$ cat config.mk
export PLATFORM = sky130hd
export DESIGN_NAME = tx_ctrl_sys
export DESIGN_NICKNAME = d
export VERILOG_FILES = /design/src/rtl/tx_ctrl_sys.sv
export SDC_FILE = /design/constraint.sdc
export NUM_CORES = 1
export LEC_CHECK = 0
export ABC_CLOCK_PERIOD_IN_PS = 3000
export CORE_UTILIZATION = 45
export CTS_CLUSTER_DIAMETER = 200
export DETAILED_ROUTE_END_ITERATION = 10
export GPL_TIMING_DRIVEN = 0
export PLACE_DENSITY = 0.75
export SKIP_CTS_REPAIR_TIMING = 1
export SYNTH_ARGS = -nofsm -noshare
export SYNTH_HDL_FRONTEND = slang
export SYNTH_SLANG_ARGS = --single-unit
$ cat constraint.sdc
create_clock -name CLK -period 3 [get_ports CLK]
set_input_delay 0.6 -clock CLK [delete_from_list [all_inputs] [get_ports CLK]]
set_output_delay 0.6 -clock CLK [all_outputs]
set_load 0.03 [all_outputs]
$ cat src/rtl/tx_ctrl_sys.sv
// Response-to-UART transmit controller: frames RF (1 byte) and ALU (2 byte) responses and
// hands them byte by byte to the UART transmitter using a BUSY handshake.
module tx_ctrl_sys #(
  parameter int DATA_WIDTH = 8,
  parameter int ALU_WIDTH  = 2 * DATA_WIDTH
) (
  input  logic                  CLK,
  input  logic                  RST,
  input  logic [DATA_WIDTH-1:0] RD_DATA,
  input  logic                  RD_DATA_VLD,
  input  logic [ALU_WIDTH-1:0]  ALU_OUT,
  input  logic                  ALU_OUT_VLD,
  input  logic                  TX_BUSY,
  output logic [DATA_WIDTH-1:0] TX_P_DATA,
  output logic                  TX_D_VLD,
  output logic                  CTRL_BUSY,
  output logic                  OVERRUN
);

  localparam int FW = 2 * DATA_WIDTH;

  typedef enum logic [1:0] {IDLE, SEND, WAIT_ACK, WAIT_DONE} state_t;

  state_t                state;
  logic [FW-1:0]         frame_buf;
  logic                  frame_two;
  logic                  byte_idx;
  logic                  pend_vld;
  logic                  pend_alu;
  logic [FW-1:0]         pend_data;

  logic [FW-1:0]         rd_ext;
  logic [FW-1:0]         alu_ext;
  logic [DATA_WIDTH-1:0] cur_byte;
  logic                  in_frame;

  assign rd_ext   = FW'(RD_DATA);
  assign alu_ext  = FW'(ALU_OUT);
  assign cur_byte = byte_idx ? frame_buf[FW-1:DATA_WIDTH] : frame_buf[DATA_WIDTH-1:0];
  assign in_frame = (state == SEND) || (state == WAIT_ACK) || (state == WAIT_DONE);

  always_ff @(posedge CLK or negedge RST) begin
    if (!RST) begin
      state     <= IDLE;
      frame_buf <= '0;
      frame_two <= 1'b0;
      byte_idx  <= 1'b0;
      pend_vld  <= 1'b0;
      pend_alu  <= 1'b0;
      pend_data <= '0;
      TX_P_DATA <= '0;
      TX_D_VLD  <= 1'b0;
      CTRL_BUSY <= 1'b0;
      OVERRUN   <= 1'b0;
    end else begin
      TX_D_VLD <= 1'b0;
      OVERRUN  <= 1'b0;
      case (state)
        IDLE: begin
          CTRL_BUSY <= pend_vld | RD_DATA_VLD | ALU_OUT_VLD;
          byte_idx  <= 1'b0;
          if (pend_vld) begin
            // Slot drains into the frame buffer; one new input may refill it this cycle.
            frame_buf <= pend_data;
            frame_two <= pend_alu;
            state     <= SEND;
            if (RD_DATA_VLD) begin
              pend_alu  <= 1'b0;
              pend_data <= rd_ext;
              OVERRUN   <= ALU_OUT_VLD;
            end else if (ALU_OUT_VLD) begin
              pend_alu  <= 1'b1;
              pend_data <= alu_ext;
            end else begin
              pend_vld  <= 1'b0;
              pend_alu  <= 1'b0;
              pend_data <= '0;
            end
          end else if (RD_DATA_VLD) begin
            frame_buf <= rd_ext;
            frame_two <= 1'b0;
            state     <= SEND;
            if (ALU_OUT_VLD) begin
              pend_vld  <= 1'b1;
              pend_alu  <= 1'b1;
              pend_data <= alu_ext;
            end
          end else if (ALU_OUT_VLD) begin
            frame_buf <= alu_ext;
            frame_two <= 1'b1;
            state     <= SEND;
          end
        end
        SEND: begin
          if (!TX_BUSY) begin
            TX_P_DATA <= cur_byte;
            TX_D_VLD  <= 1'b1;
            state     <= WAIT_ACK;
          end
        end
        WAIT_ACK: begin
          if (TX_BUSY) state <= WAIT_DONE;
        end
        WAIT_DONE: begin
          if (!TX_BUSY) begin
            if (frame_two && !byte_idx) begin
              byte_idx <= 1'b1;
              state    <= SEND;
            end else begin
              state     <= IDLE;
              CTRL_BUSY <= pend_vld | RD_DATA_VLD | ALU_OUT_VLD;
            end
          end
        end
        default: begin
          state     <= IDLE;
          frame_buf <= '0;
          frame_two <= 1'b0;
          byte_idx  <= 1'b0;
          pend_vld  <= 1'b0;
          pend_alu  <= 1'b0;
          pend_data <= '0;
          TX_P_DATA <= '0;
          CTRL_BUSY <= 1'b0;
        end
      endcase

      // Responses arriving mid-frame go to the slot; a full slot drops them.
      if (in_frame) begin
        if (pend_vld) begin
          OVERRUN <= RD_DATA_VLD | ALU_OUT_VLD;
        end else if (RD_DATA_VLD) begin
          pend_vld  <= 1'b1;
          pend_alu  <= 1'b0;
          pend_data <= rd_ext;
          OVERRUN   <= ALU_OUT_VLD;
        end else if (ALU_OUT_VLD) begin
          pend_vld  <= 1'b1;
          pend_alu  <= 1'b1;
          pend_data <= alu_ext;
        end
      end
    end
  end

endmodule

==> impl_metrics.env, run 1 <==
export IMPL_status="complete, no violations"
export IMPL_fmax_ghz=0.466
export IMPL_via_count=2304
export IMPL_p_leak_nw=1.37
export IMPL_cts_tree="built"
export IMPL_hold_ws_ps=156
export IMPL_ys_types=40
export IMPL_via_per_inst=5.79
export IMPL_synth_cells=279
export IMPL_ys_flop_type="dfrtp_1"
export IMPL_final_common_cell="dfrtp_1"
export IMPL_dr_pass1_iters=4
export IMPL_syn_area_per_cell_um2=9.51
export IMPL_clock_sinks=49
export IMPL_diodes=0
export IMPL_fin_crit_ps=2150
export IMPL_grt_util_all_layers=0.226
export IMPL_async_flop_share=1.00
export IMPL_antenna_left=0
export IMPL_clk_latency_ps=320
export IMPL_relSlewSlack=0.589
export IMPL_area_delta_synth_final_pct=21.9
export IMPL_r2r_cells=6
export IMPL_worst_pin_slew_ps=611
export IMPL_maxSlewViolCount=0
export IMPL_slowest_delay_ps=560
export IMPL_dp_hpwl_mm=4.73
export IMPL_fp_row_count=27
export IMPL_io_pins=40
export IMPL_clockBufferDepth=2
export IMPL_start_util=0.473
export IMPL_layout_common_cells="dfrtp_1, o21ai_0, nand2_1, clkdlybuf4s50_1"
export IMPL_first_global_vias=2191
export IMPL_htree_levels=2
export IMPL_timing_rr_start="state[0]$_DFFE_PN0P_"
export IMPL_r2r_end="pend_data[1]$_DFF_PN0_"
export IMPL_ir_drop_mv=0.384
export IMPL_wl_per_cell_um=16.3
export IMPL_grt_pass1_wl_mm=10.8
export IMPL_syn_num_nets=313
export IMPL_synth_warnings=0
export IMPL_p_per_area_nw_per_um2=930
export IMPL_fill_cells=528
export IMPL_synth_top_area_share=0.462
export IMPL_maxCapViolCount=0
export IMPL_rrSetupSlack_ps=850
export IMPL_yosysTopAreaCell="dfrtp_1"
export IMPL_hp_class="primary input to async pin"
export IMPL_endpoint="pend_data[1]$_DFF_PN0_"
export IMPL_critPathSlowestCell="o31ai_1"
export IMPL_port_buffers=38
export IMPL_die_area_um2=6210
export IMPL_worstPathBufferInverterCount=2
export IMPL_synth_area_um2=2650
export IMPL_path_clk_slew_ps=100
export IMPL_yosysSeqAreaShare=0.462
export IMPL_worst_path_max_fanout=10
export IMPL_critical_path_class="register to register"
export IMPL_cts_buffers=5
export IMPL_worst_path_stages=6
export IMPL_finalSetupViolCount=0
export IMPL_finalWeightedCongestion=0.869
export IMPL_grt_max_degree=40
export IMPL_root_buffer="clkbuf_8"
export IMPL_die_w_um=78.8
export IMPL_ys_ff_latch=49
export IMPL_crit_family="compound AO/OA/AOI/OAI gates"
export IMPL_first_iter_violations=178
export IMPL_end_kind="register"
export IMPL_power_mw=3.01
export IMPL_nNetsFinal=359
export IMPL_startpoint_type="register"
export IMPL_clock_skew_ps=7.05
export IMPL_crit_chain="inv_1 > ha_1 > buf_2 > o31ai_1 > o21ai_0 > o22a_1"
export IMPL_drt_wl_total_mm=6.49
export IMPL_fp_coreArea_um2=5610
export IMPL_synth_edf_count=0
export IMPL_postLayoutCoreUtil=0.577
export IMPL_arrival_ps=2350
export IMPL_fp_dieH_um=78.8
export IMPL_timing_final_hold_violations=0
export IMPL_drive_gt1_frac=0.104
export IMPL_critPathRequiredTime_ps=3210
export IMPL_crit_path_start="state[0]$_DFFE_PN0P_"
export IMPL_synth_area_top_cells="dfrtp_1, o21ai_0, mux2i_1, nand2_1, a22oi_1"
export IMPL_antenna_found_initial=0
export IMPL_finalCritPeriodShare=0.716
export IMPL_rsz0062_at_grt="no"
export IMPL_grt_overflow=0
export IMPL_remaining_drc_errors=0
sequential cells by signal, indices dropped and copies added, names as in the netlist:
name,cells
frame_buf,16
pend_data,16
TX_P_DATA,8
state,2
CTRL_BUSY,1
OVERRUN,1
TX_D_VLD,1
byte_idx,1
frame_two,1
pend_alu,1
pend_vld,1
cell usage after synthesis, drive strengths merged, types with 7 or more instances:
cell / count
dfrtp: 49
mux2i: 16
a22oi: 17
a22o: 10
buf: 13
nand2: 37
inv: 7
nor2: 14
a21oi: 17
o21ai: 42
o22ai: 7
routing by layer:
layer  vias up  GRT usage  share of wire
li1       1109          -              -
met1      1096      0.306           0.46
met2        85      0.357           0.46
met3        14     0.0368          0.059
met4         0     0.0963          0.021
met5         -          0              0
report_power, final:
part	leakage (nW)	internal (mW)	switching [mW]	total, mW
clock network	0.0423	0.170	0.255	0.426
registers	0.621	0.923	0.151	1.07
logic	0.703	0.623	0.884	1.51
total	1.37	1.72	1.29	3.01
layout make-up:
cell class,count,area [um2],share of cell area
inverter,7,26.3,0.00812
timing repair buffer,39,395,0.122
multi-input combinational,205,1300,0.403
clock buffer,5,68.8,0.0213
sequential,49,1230,0.379
buffer,18,97.6,0.0302
clock inverter,3,26.3,0.00812
tap,72,90.1,0.0279
worst register-to-register path, cell delays in order, from the launching register on:
cell     delay [ps]
dfrtp_1         430
inv_1           120
ha_1            270
buf_2           200
o31ai_1         560
o21ai_0         220
o22a_1          250
worst min path at each step:
stage                               endpoint  slack, ps  cells after the start
floorplan              CTRL_BUSY$_DFFE_PN0P_        300                      0
global placement    TX_P_DATA[6]$_DFFE_PN0P_        460                      2
detailed placement  TX_P_DATA[4]$_DFFE_PN0P_        470                      2
CTS                   pend_data[4]$_DFF_PN0_        160                      1
global route          pend_data[3]$_DFF_PN0_        150                      1
finish                 CTRL_BUSY$_DFFE_PN0P_        160                      1
cells by family after synthesis:
family,Yosys count,share of synthesized area
AOI/OAI and AO/OA,114,0.285
and+or+nand+nor,69,0.118
adders and majority gates,5,0.0236
buffers and inverters,25,0.0467
DFF,49,0.462
muxes,17,0.0646
through the flow:
stage          setup slack [ps]  std cells  cell area, um2  setup TNS (ps)
6_report                    853        398            3230               0
2_1_floorplan              1310        279            2650               0
4_1_cts                     885        398            3230               0
3_5_place_dp                637        390            3140               0
3_3_place_gp              -59.2        389            3120           -2770
5_1_grt                     717        398            3230               0
Note: power is estimated with default switching activity, not from simulation.
==> inputs of run 2 (changes only) <==
--- a/config.mk
+++ b/config.mk
@@ -5,12 +5,12 @@
 export SDC_FILE = /design/constraint.sdc
 export NUM_CORES = 1
 export LEC_CHECK = 0
-export ABC_CLOCK_PERIOD_IN_PS = 3000
+export ABC_CLOCK_PERIOD_IN_PS = 1800
 export CORE_UTILIZATION = 45
 export CTS_CLUSTER_DIAMETER = 200
 export DETAILED_ROUTE_END_ITERATION = 10
 export GPL_TIMING_DRIVEN = 0
-export PLACE_DENSITY = 0.75
+export PLACE_DENSITY = 0.78
 export SKIP_CTS_REPAIR_TIMING = 1
 export SYNTH_ARGS = -nofsm -noshare
 export SYNTH_HDL_FRONTEND = slang
==> constraint.sdc (replaced) <==
create_clock -name CLK -period 1.8 [get_ports CLK]
set_input_delay 0.36 -clock CLK [delete_from_list [all_inputs] [get_ports CLK]]
set_output_delay 0.36 -clock CLK [all_outputs]
set_load 0.03 [all_outputs]
==> run 2 against run 1 <==
  * First-iteration DRC count is 20% higher
  * Die area stayed put
  * Final area is 2.9% higher
  * Fmax is 21% higher
  * Core utilization is 1.7 points higher
  * Sequential share of layout area is 1.1 points lower
  * Routed wire length is 1.3% higher
  * Non-clock buffer count is 4 higher
  * Clock power is 52% higher
  * Register-to-register slack worse by 820 ps
  * Highest routed layer unchanged
==> impl_metrics.env, run 2 (same netlist as run 1, synthesis figures left out) <==
export IMPL_status="complete, no violations"
export IMPL_clockBufferDepth=2
export IMPL_grt_pass1_wl_mm=10.9
export IMPL_root_buffer="clkbuf_8"
export IMPL_htree_levels=2
export IMPL_final_area_um2=3330
export IMPL_critical_path_class="register to register"
export IMPL_startpoint_type="register"
export IMPL_crit_chain="inv_2 > ha_1 > buf_4 > nand3_1 > o21ai_0 > o211a_2 > a22o_1"
export IMPL_fp_dieH_um=78.8
export IMPL_timing_rr_start="state[0]$_DFFE_PN0P_"
export IMPL_fmax_ghz=0.565
export IMPL_grt_max_degree=40
export IMPL_multi_input_area_um2=1360
export IMPL_io_pins=40
export IMPL_seq_area_um2=1230
export IMPL_fp_row_count=27
export IMPL_p_leak_nw=1.40
export IMPL_final_common_cell="dfrtp_1"
export IMPL_placedCellCount=390
export IMPL_ir_drop_mv=0.598
export IMPL_first_iter_violations=214
export IMPL_drive_gt1_frac=0.139
export IMPL_maxCapViolCount=0
export IMPL_fin_crit_ps=1770
export IMPL_relSlewSlack=0.609
export IMPL_clock_sinks=49
export IMPL_nNetsFinal=363
export IMPL_grt_util_all_layers=0.222
export IMPL_remaining_drc_errors=0
export IMPL_critPathSlowestCell="dfrtp_1"
export IMPL_worstPathBufferInverterCount=2
export IMPL_crit_family="compound AO/OA/AOI/OAI gates"
export IMPL_final_cells=402
export IMPL_via_count=2375
export IMPL_area_delta_synth_final_pct=25.4
export IMPL_fill_cells=517
export IMPL_maxSlewViolCount=0
export IMPL_reg_top3="frame_buf x16, pend_data x16, TX_P_DATA x8"
export IMPL_crit_path_start="state[0]$_DFFE_PN0P_"
export IMPL_placed_area_um2=3140
export IMPL_path_clk_slew_ps=90
export IMPL_die_area_um2=6210
export IMPL_finalSetupViolCount=0
export IMPL_dp_hpwl_mm=4.65
export IMPL_diodes=0
export IMPL_power_mw=5.19
export IMPL_worst_path_max_fanout=8
export IMPL_worst_pin_slew_ps=584
export IMPL_finalWeightedCongestion=0.873
export IMPL_timing_final_hold_violations=0
export IMPL_arrival_ps=1950
export IMPL_slowest_delay_ps=430
export IMPL_start_util=0.473
export IMPL_clock_skew_ps=9.23
export IMPL_cts_buffers=5
export IMPL_p_per_area_nw_per_um2=1560
export IMPL_first_global_vias=2268
export IMPL_die_w_um=78.8
export IMPL_postLayoutCoreUtil=0.593
export IMPL_antenna_left=0
export IMPL_hold_ws_ps=456
export IMPL_drt_wl_total_mm=6.57
export IMPL_grt_overflow=0
export IMPL_wl_per_cell_um=16.4
export IMPL_critPathRequiredTime_ps=1990
export IMPL_hp_class="primary input to async pin"
export IMPL_dr_pass1_iters=6
export IMPL_port_buffers=38
export IMPL_cts_tree="built"
export IMPL_fp_coreArea_um2=5610
export IMPL_layout_common_cells="dfrtp_1, o21ai_0, clkdlybuf4s50_1, nand2_1, a21oi_1"
export IMPL_clk_latency_ps=300
export IMPL_finalCritPeriodShare=0.983
export IMPL_end_kind="register"
export IMPL_via_per_inst=5.91
export IMPL_antenna_found_initial=0
-- run 2: path summary, 6_finish.rpt --
| kind | endpoint | slack (ps) | cells past startpoint |
|---|---|---|---|
| max | pend_data[10]$_DFF_PN0_ | 30 | 7 |
| min | CTRL_BUSY$_DFFE_PN0P_ | 460 | 2 |
| max reg2reg | pend_data[10]$_DFF_PN0_ | 30 | 7 |
| min reg2reg | TX_P_DATA[6]$_DFFE_PN0P_ | 480 | 2 |
| max in group asynchronous | frame_buf[14]$_DFFE_PN0P_ | 850 | 3 |
| min in group CLK | TX_P_DATA[6]$_DFFE_PN0P_ | 480 | 2 |
-- run 2: layout make-up --
type	instances	area share
plain buffers	18	0.0320
flip-flops and latches	49	0.369
multi-input cells	205	0.409
clock buffers	6	0.0218
repair buffers	43	0.129
well taps	72	0.0271
clock inverters	2	0.00414
inverters	7	0.00865
-- run 2: report_power, final --
part	internal (mW)	total, mW	switching [mW]	leakage, nW
Combinational	1.17	2.74	1.57	0.737
Clock	0.278	0.647	0.370	0.0456
Sequential	1.54	1.80	0.263	0.621
-- run 2: per-layer routing --
metal  track usage  vias up  part of all wire
li1              -     1122                 -
met1         0.301     1144              0.44
met2         0.365      103              0.48
met3        0.0391        6             0.066
met4        0.0630        0            0.0076
met5             0        -                 0
-- run 2: through the flow --
step                TNS, ps  setup WS, ps
finish                    0          30.7
global route           -142         -33.1
CTS                   -3560          -305
detailed placement    -6200          -333
global placement     -54170          -996
floorplan                 0           107
-- run 2: worst reg2reg max path: cells and delay by family, from the launching register on --
kind / cells / cell delay (ps)
simple gates: 1 / 80
buf+inv: 2 / 260
fa+ha+maj: 1 / 210
flops: 1 / 430
compound gates: 3 / 660
